$ cat src/rtl/traffic_pkg.sv
// Shared phase codes and constant-width helpers for the intersection controller.
// No logic; imported by the tick generator and the phase controller.
package traffic_pkg;

  typedef enum logic [2:0] {
    PH_GREEN  = 3'd0,
    PH_YELLOW = 3'd1,
    PH_ALLRED = 3'd2,
    PH_HOLD   = 3'd3,
    PH_FLASH  = 3'd4
  } phase_t;

  function automatic int clog2(input int v);
    int r;
    r = 0;
    while ((1 << r) < v) r++;
    return r;
  endfunction

  function automatic int max3(input int a, input int b, input int c);
    int m;
    m = (a > b) ? a : b;
    return (m > c) ? m : c;
  endfunction

endpackage

$ cat src/rtl/traffic_tick_gen.sv
// Prescaler: tick is high for the one clk where the count sits at CLK_DIV-1.
// Free-running, no stall input; count restarts at 0 on reset.
module traffic_tick_gen
  import traffic_pkg::*;
#(
  parameter int CLK_DIV = 100000000
) (
  input  logic clk,
  input  logic reset,
  output logic tick
);

  localparam int CW = (clog2(CLK_DIV) > 1) ? clog2(CLK_DIV) : 1;

  logic [CW-1:0] cnt;

  assign tick = (cnt == CW'(CLK_DIV - 1));

  always_ff @(posedge clk or posedge reset) begin
    if (reset) begin
      cnt <= '0;
    end else if (tick) begin
      cnt <= '0;
    end else begin
      cnt <= cnt + CW'(1);
    end
  end

endmodule

$ cat src/rtl/traffic_phase_ctrl.sv
// N-approach signal controller: green/yellow/all-red rotation with demand skip, preemption and flash.
// Phase changes on tick (flash/preempt entry on the next clk); lamps registered one clk behind state decode.
module traffic_phase_ctrl
  import traffic_pkg::*;
#(
  parameter int N_APPR   = 4,
  parameter int CLK_DIV  = 100000000,
  parameter int GREEN_T  = 5,
  parameter int YELLOW_T = 2,
  parameter int ALLRED_T = 1,
  localparam int IDX_W   = (clog2(N_APPR) > 1) ? clog2(N_APPR) : 1,
  localparam int CNT_W   = clog2(max3(GREEN_T, YELLOW_T, ALLRED_T) + 1)
) (
  input  logic              clk,
  input  logic              reset,
  input  logic [N_APPR-1:0] demand,
  input  logic              skip_en,
  input  logic              preempt,
  input  logic [IDX_W-1:0]  preempt_idx,
  input  logic              flash_en,
  output logic [N_APPR-1:0] red,
  output logic [N_APPR-1:0] yellow,
  output logic [N_APPR-1:0] green,
  output logic [IDX_W-1:0]  active_idx,
  output logic [CNT_W-1:0]  remain,
  output logic [2:0]        phase,
  output logic              tick
);

  localparam logic [CNT_W-1:0]  G_LD  = CNT_W'(GREEN_T);
  localparam logic [CNT_W-1:0]  Y_LD  = CNT_W'(YELLOW_T);
  localparam logic [CNT_W-1:0]  R_LD  = CNT_W'(ALLRED_T);
  localparam logic [N_APPR-1:0] LAMP0 = N_APPR'(1);

  phase_t            ph_q, ph_d;
  logic [IDX_W-1:0]  idx_q, idx_d;
  logic [CNT_W-1:0]  rem_q, rem_d;
  logic              flash_on_q, flash_on_d;
  logic              restart_q, restart_d;
  logic [N_APPR-1:0] red_d, yellow_d, green_d;
  logic              pre_vld;
  logic              rem_last;
  logic              other_demand;
  logic [IDX_W-1:0]  next_idx;

  function automatic logic [N_APPR-1:0] onehot(input logic [IDX_W-1:0] i);
    logic [N_APPR-1:0] v;
    v = '0;
    for (int k = 0; k < N_APPR; k++) v[k] = (int'(i) == k);
    return v;
  endfunction

  traffic_tick_gen #(
    .CLK_DIV (CLK_DIV)
  ) u_tick (
    .clk   (clk),
    .reset (reset),
    .tick  (tick)
  );

  assign pre_vld      = preempt && (int'(preempt_idx) < N_APPR);
  assign rem_last     = (rem_q <= CNT_W'(1));
  assign other_demand = |(demand & ~onehot(idx_q));

  // Round-robin search starting after the active approach; the active one is considered last.
  always_comb begin
    logic             found;
    logic [IDX_W-1:0] cand;
    found    = 1'b0;
    next_idx = IDX_W'((int'(idx_q) + 1) % N_APPR);
    cand     = '0;
    if (skip_en) begin
      for (int k = 1; k <= N_APPR; k++) begin
        cand = IDX_W'((int'(idx_q) + k) % N_APPR);
        if (!found && demand[cand]) begin
          found    = 1'b1;
          next_idx = cand;
        end
      end
    end
  end

  always_ff @(posedge clk or posedge reset) begin
    if (reset) begin
      ph_q       <= PH_GREEN;
      idx_q      <= '0;
      rem_q      <= G_LD;
      flash_on_q <= 1'b0;
      restart_q  <= 1'b0;
      red        <= ~LAMP0;
      yellow     <= '0;
      green      <= LAMP0;
    end else begin
      ph_q       <= ph_d;
      idx_q      <= idx_d;
      rem_q      <= rem_d;
      flash_on_q <= flash_on_d;
      restart_q  <= restart_d;
      red        <= red_d;
      yellow     <= yellow_d;
      green      <= green_d;
    end
  end

  always_comb begin
    ph_d       = ph_q;
    idx_d      = idx_q;
    rem_d      = rem_q;
    flash_on_d = flash_on_q;
    restart_d  = restart_q;
    if (flash_en) begin
      if (ph_q != PH_FLASH) begin
        ph_d       = PH_FLASH;
        idx_d      = '0;
        rem_d      = '0;
        flash_on_d = 1'b1;
      end else if (tick) begin
        flash_on_d = ~flash_on_q;
      end
    end else begin
      case (ph_q)
        PH_GREEN: begin
          if (pre_vld && preempt_idx != idx_q) begin
            ph_d  = PH_YELLOW;
            rem_d = Y_LD;
          end else if (pre_vld) begin
            ph_d  = PH_HOLD;
            rem_d = G_LD;
          end else if (tick) begin
            if (!rem_last) begin
              rem_d = rem_q - CNT_W'(1);
            end else if (skip_en && !other_demand) begin
              rem_d = G_LD;
            end else begin
              ph_d  = PH_YELLOW;
              rem_d = Y_LD;
            end
          end
        end
        PH_YELLOW: begin
          if (tick) begin
            if (!rem_last) begin
              rem_d = rem_q - CNT_W'(1);
            end else begin
              ph_d  = PH_ALLRED;
              rem_d = R_LD;
            end
          end
        end
        PH_ALLRED: begin
          if (tick) begin
            if (!rem_last) begin
              rem_d = rem_q - CNT_W'(1);
            end else begin
              restart_d = 1'b0;
              rem_d     = G_LD;
              if (pre_vld) begin
                ph_d  = PH_HOLD;
                idx_d = preempt_idx;
              end else begin
                ph_d  = PH_GREEN;
                idx_d = restart_q ? '0 : next_idx;
              end
            end
          end
        end
        PH_HOLD: begin
          // A retarget clears through yellow/all-red; a release resumes rotation from here.
          if (pre_vld && preempt_idx != idx_q) begin
            ph_d  = PH_YELLOW;
            rem_d = Y_LD;
          end else if (!pre_vld && tick) begin
            ph_d  = PH_GREEN;
            rem_d = G_LD;
          end
        end
        PH_FLASH: begin
          if (tick) begin
            ph_d      = PH_ALLRED;
            rem_d     = R_LD;
            restart_d = 1'b1;
          end
        end
        default: begin
          ph_d  = PH_GREEN;
          idx_d = '0;
          rem_d = G_LD;
        end
      endcase
    end
  end

  always_comb begin
    red_d    = '0;
    yellow_d = '0;
    green_d  = '0;
    case (ph_d)
      PH_GREEN, PH_HOLD: begin
        green_d = onehot(idx_d);
        red_d   = ~green_d;
      end
      PH_YELLOW: begin
        yellow_d = onehot(idx_d);
        red_d    = ~yellow_d;
      end
      PH_FLASH: yellow_d = {N_APPR{flash_on_d}};
      default:  red_d = '1;
    endcase
  end

  assign phase      = ph_q;
  assign active_idx = idx_q;
  assign remain     = rem_q;

endmodule

$ cat config.mk
export PLATFORM = sky130hd
export DESIGN_NAME = traffic_phase_ctrl
export DESIGN_NICKNAME = d
export VERILOG_FILES = /design/src/rtl/traffic_pkg.sv /design/src/rtl/traffic_tick_gen.sv /design/src/rtl/traffic_phase_ctrl.sv
export SDC_FILE = /design/constraint.sdc
export NUM_CORES = 1
export LEC_CHECK = 0
export BUFFER_PORTS_ARGS = -buffer_cell sky130_fd_sc_hd__buf_2
export CAP_MARGIN = 10
export CORE_UTILIZATION = 62
export CTS_CLUSTER_SIZE = 10
export DETAILED_ROUTE_END_ITERATION = 10
export MAX_ROUTING_LAYER = met4
export PLACE_DENSITY = 0.84
export SLEW_MARGIN = 20
export SYNTH_ARGS = -nofsm -noshare
export SYNTH_HDL_FRONTEND = slang
export SYNTH_SLANG_ARGS = --single-unit
export TNS_END_PERCENT = 1
$ cat constraint.sdc
create_clock -name clk -period 7.6 [get_ports clk]
set_clock_uncertainty 0.15 [all_clocks]
set_input_delay 0.76 -clock clk [delete_from_list [all_inputs] [get_ports clk]]
set_output_delay 0.76 -clock clk [all_outputs]
set_load 0.01 [all_outputs]
# == Word level (Yosys, flattened, before mapping) ==
# Index checks and enable logic that the tools add are counted.
# classes
addsub,6
multipliers,0
div,0
magnitude_cmp,5
n_eq_ne,25
n_shift,0
n_mux,67
bitwise_logic,5
n_reduce_logical,22
# ops
cell,count
3-bit 2-to-1 mux,28
3-bit one-hot mux with 5 select lines,2
"27-bit by 1-bit adder with 27-bit output, second input constant",1
"27-bit equality test, second input constant",1
27-bit 2-to-1 mux,1
2-bit 2-to-1 mux,11
1-bit 2-to-1 mux,16
4-bit one-hot mux with 2 select lines,2
"2-bit by 3-bit < comparator with 1-bit output, second input constant",4
"3-bit inequality test, second input constant",4
"3-bit by 2-bit equality test with 1-bit output, second input constant",3
1-bit binary-select mux with 2-bit select,4
"2-bit equality test, second input constant",4
4-bit NOT,2
4-bit OR reduction,2
"3-bit by 1-bit equality test with 1-bit output, second input constant",2
"3-bit equality test, second input constant",2
1-bit logical AND,6
3-bit zero test,2
"2-bit inequality test, second input constant",3
6-bit AND reduction,1
1-bit zero test,5
"5-bit inequality test, second input constant",1
5-bit AND reduction,1
17 further kinds,22
# totals
ff_bits,49
latchBits,0
mem_bits_rw,0
romBits,0
wordCells,139
mem_count,0

# == Depth between registers and ports, before layout ==
# Gate-level depths: netlist of the first run.
# depth
word_depth,26
ltp_mapped,11
ltp_nobuf,10

# == Modules after synthesis ==
# From an unflattened synthesis of the first run, not the netlist that was laid out.
# hier_totals
cells_unflattened,312
area_unflattened_um2,2967.8
# by_module_without_submodules
module,instances,cells_each,area_each_um2
traffic_phase_ctrl,1,178,1630.3
traffic_tick_gen,1,134,1337.5

# == Worst setup path before layout of the first run ==
# No wires, ideal clock.
# synth_timing
kind,reg-to-reg
from,"register idx_q[0], in the netlist active_idx[0]"
to,register yellow[0]
arrival_ns,2.826
path_slack_ns,4.541
stages_incl_launch_ff,11
synth_period_minus_slack_ns,3.059
cell_sequence,dfrtp_1 > buf_2 > inv_1 > ha_1 > mux4_2 > o21ai_0 > o311ai_0 > a211oi_1 > o21ai_4 > or2_2 > o21ai_0
# synth_via
elab_chain_len,25
word_cells_on_any_way,58
cone_classes,add/sub: 4; eq/ne: 6; mux: 34; bitwise: 2; reduce/logical: 12
# synth_rtl
element,line_no,text
start: declaration,traffic_phase_ctrl.sv:36,"logic [IDX_W-1:0] idx_q, idx_d;"
start signal: assignment,traffic_phase_ctrl.sv:95,idx_q <= idx_d;
2-bit by 1-bit adder with 2-bit output,"traffic_phase_ctrl.sv:70, traffic_phase_ctrl.sv:74",
1-bit binary-select mux with 2-bit select,traffic_phase_ctrl.sv:75,if (!found && demand[cand]) begin
1-bit 2-to-1 mux (not written as such),traffic_phase_ctrl.sv:75,
1-bit 2-to-1 mux,traffic_phase_ctrl.sv:75,
1-bit 2-to-1 mux,traffic_phase_ctrl.sv:72,if (skip_en) begin
1-bit zero test,traffic_phase_ctrl.sv:75,
1-bit logical AND,traffic_phase_ctrl.sv:75,
1-bit 2-to-1 mux,traffic_phase_ctrl.sv:75,
[11 not listed],n/a,
2-bit 2-to-1 mux *,traffic_phase_ctrl.sv:152,if (!rem_last) begin
2-bit 2-to-1 mux *,traffic_phase_ctrl.sv:151,if (tick) begin
2-bit one-hot mux with 2 select lines *,traffic_phase_ctrl.sv:121,case (ph_q)
2-bit 2-to-1 mux *,traffic_phase_ctrl.sv:111,if (flash_en) begin
via idx_d[1],traffic_phase_ctrl.sv:36,
2-bit zero test *,traffic_phase_ctrl.sv:49,for (int k = 0; k < N_APPR; k++) v[k] = (int'(i) == k);
4-bit one-hot mux with 2 select lines *,traffic_phase_ctrl.sv:197,case (ph_d)
via yellow_d[0],traffic_phase_ctrl.sv:40,"logic [N_APPR-1:0] red_d, yellow_d, green_d;"
end signal: assignment,traffic_phase_ctrl.sv:100,yellow <= yellow_d;
end: declaration,traffic_phase_ctrl.sv:22,"output logic [N_APPR-1:0] yellow,"
# The timed path passes the listed nets; every way through them passes the cells marked *. The select of a mux whose other input is x is not followed.
# A chain may end at the register's enable or synchronous reset.

# == Worst setup path in the final report of the first run ==
# Ends and elaborated chain as after synthesis.

==> qor.csv, run 1 <==
stage,metric,value,unit
timing,Slew Limit Headroom,31.3,%
logic_synthesis,Syn. warnings,0,
logic_synthesis,Mean Syn Cell Area,9.67,um^2
clocking,postcts setup bufs,0,
grt,M3 GR Usage,4.09,%
die,# IOs,32,
clocking,TritonCTS Buffers,5,
layout,share of cells above drive strength 1,20.3,%
power_and_ir_drop,Internal Power,353,uW
layout,final cell utilization of the core,71.2,%
grt,total gr overflow,0,
logic_synthesis,Synth Instances,288,
placement,IO Port Bufs,31,
layout,Antenna diodes,0,
clocking,Resized Gates After CTS,0,
power_and_ir_drop,Logic pwr share,10.4,%
power_and_ir_drop,VDD IR-drop max,0.121,mV
grt,Total GRT Usage,25.6,%
outcome,status,"complete, no violations",
drt,WL per Instance,14.6,um
drt,1st-pass router iterations,5,
logic_synthesis,library cells used by synthesis,56,
logic_synthesis,Synth Flop Type,dfrtp_1,
logic_synthesis,syn_nets,305,
logic_synthesis,synthesized flop and latch total,49,
power_and_ir_drop,clock network fraction of total power,33.3,%
clocking,H-tree depth,2,
grt,first-pass GRT wire length,9570,um
die,Rows,24,
drt,drt drc,0,
setup_path,"most used cell, CP",o21ai_0,
clocking,Clock Tree Buf Depth,2,
setup_path,startpoint types,register,
timing,max-slew violations,0,
timing,Max Fclk,0.287,GHz
run,Max Cap Viol,0,
drt,Vias/cell,5.92,
drt,DRT iter0 DRCs,128,
timing,worst setup margin,4.11,ns
clocking,CTS Hold Bufs,0,
layout,"commonest non-fill, non-tap cell in the layout",dfrtp_1,
placement,DP HPWL,3880,um
grt,routing usage on met1,33.1,%
setup_path,Crit Path Category,reg2reg,
timing,min Tclk post-route,3.49,ns
drt,antenna violation net count after detailed routing,0,
grt,met2 usage,40.8,%
clocking,"Clk Latency, worst-skew pair",0.32,ns
power_and_ir_drop,Sw Ratio,26.6,%
drt,routed vias,2203,
setup_path,CP required,7.69,ns
setup_path,slowest CP cell,dfrtp_1,
timing,# setup viols final,0,
logic_synthesis,synthesized cell area,0.00279,mm^2
setup_path,Worst Setup End Kind,register,
grt,initial antenna violation count,0,
setup_path,Crit path arrival time,3.58,ns
power_and_ir_drop,pwr dens,156,mW/mm^2
drt,Detailed Route WL,5440,um
logic_synthesis,"EDFF count, synth",0,
setup_path,CP bufs+invs,1,
power_and_ir_drop,Seq pwr share,56.2,%
timing,RSZ-0062 raised after global routing,false,
grt,largest net degree at the start of global routing,50,
die,Die ar.,0.00476,mm^2
placement,Placer Congestion,0.908,
setup_path,cell family with most CP delay,compound AO/OA/AOI/OAI gates,
timing,Worst-Margin Slew,1.02,ns
clocking,root buffer cell,clkbuf_8,
power_and_ir_drop,total power,481,uW
timing,final hold violation count,0,
logic_synthesis,sequential element share of the synthesized area,44.3,%
logic_synthesis,Synth top area share,38.6,%
grt,vias in the first global route,2067,
layout,final non-filler cell total,372,
logic_synthesis,"top cells by area, synth","dfrtp_1 (39%), dfstp_2 (5.7%), nor2_1 (5.1%)",
die,core area,0.00432,mm^2
placement,pre-CTS WS,4.13,ns
die,Chip Width,69.0,um
timing,setup TNS,0,ns
clocking,clock sink total,49,
die,die height,69.0,um
die,starting density of the core,64.4,%
setup_path,peak per-stage delay on the critical path,0.73,ns
logic_synthesis,"FFs w/ async S/R, synth",100,%
logic_synthesis,cell taking the most area after synthesis,dfrtp_1,
timing,fin crit share,45.9,%
clocking,CTS tree,yes,
power_and_ir_drop,static leakage,0.00146,uW
layout,final net count,336,
grt,gr busiest metal,met2,
setup_path,"Critical Path, Cell by Cell",inv_1 > ha_1 > mux4_2 > o21ai_0 > o311ai_0 > a211oi_1 > o21ai_4 > or2_2 > o21ai_0,
layout,most frequent cells in the layout,"dfrtp_1 (43), nor2_1 (38), buf_2 (31)",
power_and_ir_drop,Psw,128,uW
clocking,"Reg clk slew, reported paths",0.09,ns
layout,Area growth syn-to-layout,10.5,%
placement,Inst Count DP,364,
setup_path,Max Fanout on Critical Path,13,
worst_hold_path,HP Class,reg2reg,
## area by class of cell
class                      count  area, um^2
clock inverter                 3        25.0
clock buffer                   5        68.8
sequential                    49        1230
multi-input combinational    218        1470
tap                           52        65.1
timing repair buffer          32         163
fill                         341        1250
inverter                      13        50.0
## layer usage
layer / vias to the layer above / wire, um
met1: 1047 / 2480
met4: 0 / 87
met3: 10 / 251
li1: 1085 / -
met2: 61 / 2620
met5: - / 0
## per-stage QoR
stage	cell area [um^2]	hold WS [ns]
after floorplan	2790	0.274
after global placement	2980	0.285
after detailed placement	2980	0.294
after CTS	3080	0.307
after global routing	3080	0.356
final	3080	0.309
## path summary, 6_finish.rpt
| kind | from | end | slack, ns | cells after the start |
|---|---|---|---|---|
| max | active_idx[0] | yellow[0] | 4.11 | 9 |
| min | u_tick.cnt[0] | u_tick.cnt[0] | 0.31 | 1 |
| max reg2reg | active_idx[0] | yellow[0] | 4.11 | 9 |
| min reg2reg | u_tick.cnt[0] | u_tick.cnt[0] | 0.31 | 1 |
| max in group asynchronous | reset | u_tick.cnt[24] | 6.42 | 2 |
| min in group asynchronous | reset | u_tick.cnt[5] | 0.40 | 2 |
## power groups by stage
stage               registers (uW)  logic [uW]  clock network [uW]
detailed placement             276        50.3                   0
finish                         271        50.3                 160
CTS                            271        50.8                 163
global placement               276        47.6                   0
global route                   271        55.5                 175
floorplan                      276        32.6                   0
## worst register-to-register path, stage by stage, from the launching register on
cell      delay (ns)
dfrtp_1         0.73
inv_1           0.19
ha_1            0.42
mux4_2          0.57
o21ai_0         0.22
o311ai_0        0.18
a211oi_1        0.37
o21ai_4         0.11
or2_2           0.30
o21ai_0         0.16
## sequential cells by signal, summed over array words and instances (netlist names)
| name | count |
|---|---|
| yellow | 4 |
| u_tick.cnt | 27 |
| remain | 3 |
| red | 4 |
| phase | 3 |
| restart_q | 1 |
| flash_on_q | 1 |
| active_idx | 2 |
| green | 4 |
## cells in the mapped netlist, drive strengths merged (2+ instances only)
cell type and number:
nor4b 2, o31ai 5, or2 2, a31oi 5, xor2 14, mux2 2, mux2i 4, mux4 4
nor3 5, a21oi 7, clkbuf 7, a211oi 4, nand2b 4, nor2 38, o21ai 17, and3 4
nand3b 2, nor2b 6, nor4 3, ha 6, xnor2 12, a21bo 3, or3 2, o211ai 3
inv 13, nand4 4, dfrtp 43, dfstp 6, nand2 26, or4 2, and4 2, nand3 16
## cell families (layout without fill, tap and decap cells)
kind of cell | after synthesis | count (layout) | synth area share, %
buffers and inverters | 21 | 53 | 2.88
AO/OA/AOI/OAI | 54 | 54 | 13.3
multiplexers | 10 | 10 | 5.48
AND/OR/NAND/NOR | 122 | 122 | 23.1
XOR/XNOR | 26 | 26 | 8.18
flip-flops | 49 | 49 | 44.3
adder cells (fa/ha/maj) | 6 | 6 | 2.70
(Power assumes the default switching activity.)
==> run 2: changes to the inputs <==
- ABC_AREA: unset -> 1
- CORE_UTILIZATION: 62 -> 53
- PLACE_DENSITY: 0.84 -> 0.76
- clock period: 7.6 -> 2.93 ns (I/O delays scaled with it)
==> qor.csv, run 2 <==
stage,metric,value,unit
logic_synthesis,"top cells by area, synth","dfrtp_1 (35%), nand2_1 (14%), inv_1 (7.3%)",
timing,final hold violation count,43,
layout,Largest register FFs,27,
layout,Antenna diodes,0,
setup_path,worst r2r path cells,20,
die,# IOs,32,
timing,worst setup margin,0.289,ns
outcome,status,"finished, violations left",
logic_synthesis,"EDFF count, synth",0,
layout,"commonest non-fill, non-tap cell in the layout",nand2_1,
grt,first-pass GRT wire length,11000,um
clocking,"Reg clk slew, reported paths",0.10,ns
logic_synthesis,cell taking the most area after synthesis,dfrtp_1,
setup_path,slowest CP cell,dfrtp_1,
power_and_ir_drop,static leakage,0.00175,uW
clocking,TritonCTS Buffers,5,
grt,routing usage on met1,32.9,%
grt,M3 GR Usage,3.49,%
grt,gr busiest metal,met2,
die,die height,78.1,um
layout,largest register by flop count,u_tick.cnt,
logic_synthesis,synthesized flop and latch total,49,
logic_synthesis,Syn. warnings,0,
logic_synthesis,"FFs w/ async S/R, synth",100,%
drt,DRT iter0 DRCs,229,
drt,routed vias,2803,
die,core area,0.00554,mm^2
die,Rows,27,
power_and_ir_drop,total power,1460,uW
layout,most frequent cells in the layout,"nand2_1 (111), inv_1 (59), nor2_1 (48)",
die,starting density of the core,55.3,%
timing,Hold Slack,-0.0494,ns
timing,# setup viols final,0,
clocking,clock sink total,49,
setup_path,CP required,3.03,ns
timing,Worst-Margin Slew,0.807,ns
setup_path,startpoint types,register,
logic_synthesis,Synth Flop Type,dfrtp_1,
grt,vias in the first global route,2454,
placement,DP HPWL,4930,um
setup_path,"Critical Path, Cell by Cell",inv_2 > ha_1 > inv_1 > nand3_1 > nand2_2 > nand3_1 > nor2_1 > nor2_1 > nand2_1 > nand2_1 > nand2_1 > nand2_1 > nand2_1 > nand2_1 > nand2_1 > nand2_2 > nand2_2 > nand2_1 > nand2_1 > nand2_1,
die,Chip Width,78.1,um
placement,Inst Count DP,529,
clocking,Clock Tree Buf Depth,2,
layout,share of cells above drive strength 1,19.6,%
clocking,CTS tree,yes,
drt,1st-pass router iterations,5,
logic_synthesis,Mean Syn Cell Area,7.15,um^2
layout,final cell utilization of the core,61.2,%
setup_path,Crit path arrival time,2.74,ns
clocking,postcts setup bufs,0,
logic_synthesis,Synth Instances,429,
worst_hold_path,HP Class,in2async,
logic_synthesis,sequential element share of the synthesized area,40.2,%
logic_synthesis,Synth top cells by count,"nand2_1 (111), inv_1 (60), nor2_1 (48), dfrtp_1 (43), nand3_1 (35)",
clocking,H-tree depth,2,
placement,IO Port Bufs,31,
drt,WL per Instance,12.1,um
placement,pre-CTS WS,0.321,ns
clocking,CTS Hold Bufs,0,
layout,Area growth syn-to-layout,10.6,%
setup_path,"most used cell, CP",nand2_1,
timing,Slew Limit Headroom,46.1,%
grt,met2 usage,35.4,%
timing,RSZ-0062 raised after global routing,false,
layout,final non-filler cell total,537,
placement,Placer Congestion,0.943,
timing,max-slew violations,0,
timing,fin crit share,90.1,%
grt,total gr overflow,0,
drt,Vias/cell,5.22,
clocking,"Clk Latency, worst-skew pair",0.31,ns
drt,antenna violation net count after detailed routing,0,
timing,Max Fclk,0.379,GHz
setup_path,Worst Setup End Kind,register,
logic_synthesis,library cells used by synthesis,42,
grt,initial antenna violation count,0,
drt,drt drc,0,
timing,min Tclk post-route,2.64,ns
setup_path,Crit Path Category,reg2reg,
run,Max Cap Viol,0,
grt,Total GRT Usage,23.5,%
logic_synthesis,syn_nets,446,
die,Die ar.,0.00609,mm^2
clocking,Resized Gates After CTS,0,
layout,final net count,481,
drt,Detailed Route WL,6510,um
clocking,root buffer cell,clkbuf_8,
setup_path,Max Fanout on Critical Path,9,
logic_synthesis,"count leader, synth",nand2_1,
logic_synthesis,Synth top area share,35.1,%
setup_path,peak per-stage delay on the critical path,0.54,ns
grt,largest net degree at the start of global routing,50,
power_and_ir_drop,pwr dens,430,mW/mm^2
timing,setup TNS,0,ns
power_and_ir_drop,VDD IR-drop max,0.340,mV
logic_synthesis,synthesized cell area,0.00307,mm^2
outcome,violated checks,hold timing,
[run 2: path summary, 6_finish.rpt]
check	endpoint	start	slack, ns
setup / recovery	red[3]	active_idx[1]	0.29
hold / removal	green[1]	reset	-0.05
setup reg to reg	red[3]	active_idx[1]	0.29
hold reg to reg	u_tick.cnt[0]	u_tick.cnt[0]	0.31
max in group asynchronous	u_tick.cnt[23]	reset	2.20
min in group clk	remain[2]	flash_en	0.12
[run 2: per-stage QoR]
step                hold slack (ns)  instance area [um^2]
CTS                          0.0826                  3390
global route                 0.0177                  3390
floorplan                     0.256                  3070
finish                      -0.0494                  3390
global placement              0.298                  3290
detailed placement            0.307                  3290
[run 2: layer usage]
metal	up-vias	wire length [um]
met1	1282	3110
met3	9	325
met2	71	2990
met5	-	0
met4	0	91
li1	1441	-
[run 2: logic make-up after synthesis]
family / after synthesis / synth area share (%)
xor gates and xnor gates: 5 / 1.43
DFF: 49 / 40.2
buffers and inverters: 75 / 9.67
and+or+nand+nor: 253 / 38.5
adders and majority gates: 6 / 2.45
AOI/OAI and AO/OA: 41 / 7.72
[run 2: final cells by class]
cell class	instances	area (um^2)
fillers	515	2150
multi-input cells	305	1540
flip-flops and latches	49	1230
inverters	70	267
repair buffers	33	170
well taps	72	90.1
clock buffers	5	68.8
clock inverters	3	25.0
[run 2: worst max-delay path: cells and delay by family, from the launching register on]
family	cells	cell delay [ns]
adders and majority gates	1	0.36
buffers and inverters	2	0.25
DFF	1	0.54
and+or+nand+nor	17	1.26
[run 2: where the power goes]
| group | internal [uW] | total [uW] | switching, uW |
|---|---|---|---|
| Clock | 174 | 418 | 243 |
| Combinational | 101 | 302 | 201 |
| Sequential | 712 | 737 | 25.0 |
| Total | 987 | 1460 | 469 |
==> run 3: changes to the inputs <==
- ABC_AREA: 1 -> unset
==> qor.csv, run 3 (synthesis gave the netlist of run 1 again) <==
stage,metric,value,unit
outcome,status,"complete, no violations",
worst_hold_path,HP Class,in2async,
timing,max-slew violations,0,
die,# IOs,32,
setup_path,CP required,3.02,ns
layout,# fillers,431,
clocking,Clock Tree Buf Depth,2,
setup_path,critical path startpoint,active_idx[0],
timing,# setup viols final,0,
drt,1st-pass router iterations,5,
grt,first-pass GRT wire length,8750,um
layout,Antenna diodes,0,
die,Chip Width,74.5,um
layout,Largest register FFs,27,
clocking,root buffer cell,clkbuf_8,
placement,dpl cell area,0.00308,mm^2
timing,min Tclk post-route,2.76,ns
layout,share of cells above drive strength 1,23.2,%
layout,most frequent cells in the layout,"dfrtp_1 (43), nor2_1 (38), buf_2 (31)",
grt,vias in the first global route,1966,
timing,setup TNS,0,ns
placement,Inst Count DP,390,
layout,area of the multi-input gates,0.00150,mm^2
die,Die ar.,0.00555,mm^2
layout,final net count,344,
grt,initial antenna violation count,0,
setup_path,Crit Reg-Reg Startpoint,active_idx[0],
layout,final non-filler cell total,398,
clocking,"Reg clk slew, reported paths",0.09,ns
drt,WL per Instance,13.5,um
grt,largest net degree at the start of global routing,50,
setup_path,"Critical Path, Cell by Cell",inv_1 > ha_4 > mux4_2 > nor2b_1 > o21ai_0 > xnor2_1 > o31ai_1 > o2bb2ai_2 > nand2b_1 > a21bo_1,
die,core area,0.00507,mm^2
clocking,CTS tree,yes,
clocking,CTS Hold Bufs,0,
timing,RSZ-0062 raised after global routing,false,
timing,Max Fclk,0.363,GHz
timing,Slew Limit Headroom,35.6,%
placement,DP HPWL,3900,um
setup_path,peak per-stage delay on the critical path,0.53,ns
layout,Register Area,0.00123,mm^2
clocking,postcts setup bufs,0,
drt,antenna violation net count after detailed routing,0,
drt,Vias/cell,5.68,
drt,Detailed Route WL,5380,um
drt,drt drc,0,
setup_path,Crit Path Category,reg2reg,
layout,final cell utilization of the core,62.6,%
die,Rows,26,
clocking,clock sink total,49,
power_and_ir_drop,VDD IR-drop max,0.313,mV
die,die height,74.5,um
layout,"commonest non-fill, non-tap cell in the layout",dfrtp_1,
layout,Final Cell Area,0.00318,mm^2
setup_path,Crit path arrival time,2.84,ns
power_and_ir_drop,pwr dens,386,mW/mm^2
timing,Worst-Margin Slew,0.964,ns
die,starting density of the core,54.9,%
timing,fin crit share,94.1,%
layout,Area growth syn-to-layout,14.2,%
placement,IO Port Bufs,31,
grt,Total GRT Usage,21.0,%
setup_path,startpoint types,register,
timing,final hold violation count,0,
run,Max Cap Viol,0,
power_and_ir_drop,static leakage,0.00151,uW
clocking,Resized Gates After CTS,0,
clocking,H-tree depth,2,
setup_path,Max Fanout on Critical Path,6,
setup_path,slowest CP cell,mux4_2,
clocking,"Clk Latency, worst-skew pair",0.30,ns
drt,routed vias,2260,
setup_path,Worst Setup End Kind,register,
clocking,TritonCTS Buffers,5,
grt,total gr overflow,0,
layout,largest register by flop count,u_tick.cnt,
placement,Placer Congestion,0.931,
drt,DRT iter0 DRCs,108,
## run 3: cell types whose count changed in the layout (fill, tap and decap cells not counted), sizes merged, moves of 6 or more
cell / before / now
buf: 33 / 40
nor2b: 0 / 6
nor3: 15 / 5
nor2: 61 / 38
xor2: 4 / 14
xnor2: 1 / 12
a21oi: 15 / 7
nand4: 10 / 4
inv: 70 / 13
nand2: 120 / 26
nand3: 40 / 16
## run 3: path summary, 6_finish.rpt
kind / cells past startpoint / endpoint / slack [ns]
min in group clk: 2 / remain[2] / 0.18
max in group asynchronous: 2 / u_tick.cnt[15] / 1.98
hold reg to reg: 1 / u_tick.cnt[0] / 0.31
setup reg to reg: 10 / red[1] / 0.17
hold / removal: 2 / u_tick.cnt[4] / 0.05
setup / recovery: 10 / red[1] / 0.17
## run 3: report_power, final
part / leakage (uW) / total [uW] / internal, uW / switching (uW)
Combinational: 0.000815 / 134 / 54.5 / 79.2
Clock: 0.0000481 / 393 / 169 / 224
Sequential: 0.000643 / 700 / 690 / 9.67
Total: 0.00151 / 1230 / 914 / 313
## run 3: routing by layer
| layer | vias up | global-route usage [%] | wire (um) |
|---|---|---|---|
| met5 | - | - | 0 |
| met4 | 0 | 5.03 | 36 |
| met3 | 5 | 4.07 | 215 |
| met2 | 57 | 31.3 | 2570 |
| met1 | 1104 | 29.7 | 2550 |
| li1 | 1094 | - | - |
## run 3: critical path, delay by kind of cell (launching register included)
family / cells / cell delay [ns]
multiplexers: 1 / 0.53
buffers and inverters: 1 / 0.11
adder cells (fa/ha/maj): 1 / 0.31
AO/OA/AOI/OAI: 4 / 0.82
AND/OR/NAND/NOR: 2 / 0.27
flip-flops: 1 / 0.36
XOR/XNOR: 1 / 0.15
## run 3: final cells by class
type | instances | share of cell area [%]
multi-input combinational | 218 | 47.0
sequential | 49 | 38.8
tap | 70 | 2.75
inverter | 13 | 1.53
clock buffer | 5 | 2.16
timing repair buffer | 40 | 7.01
clock inverter | 3 | 0.708
## run 3: metrics by stage
| stage | total power (uW) | setup slack (ns) | hold WS (ns) |
|---|---|---|---|
| 2_1_floorplan | 803 | 0.0220 | 0.274 |
| 3_3_place_gp | 843 | 0.225 | 0.287 |
| 3_5_place_dp | 844 | 0.108 | 0.301 |
| 4_1_cts | 1230 | 0.0826 | 0.0883 |
| 5_1_grt | 1280 | 0.00777 | 0.134 |
| 6_report | 1230 | 0.174 | 0.0541 |
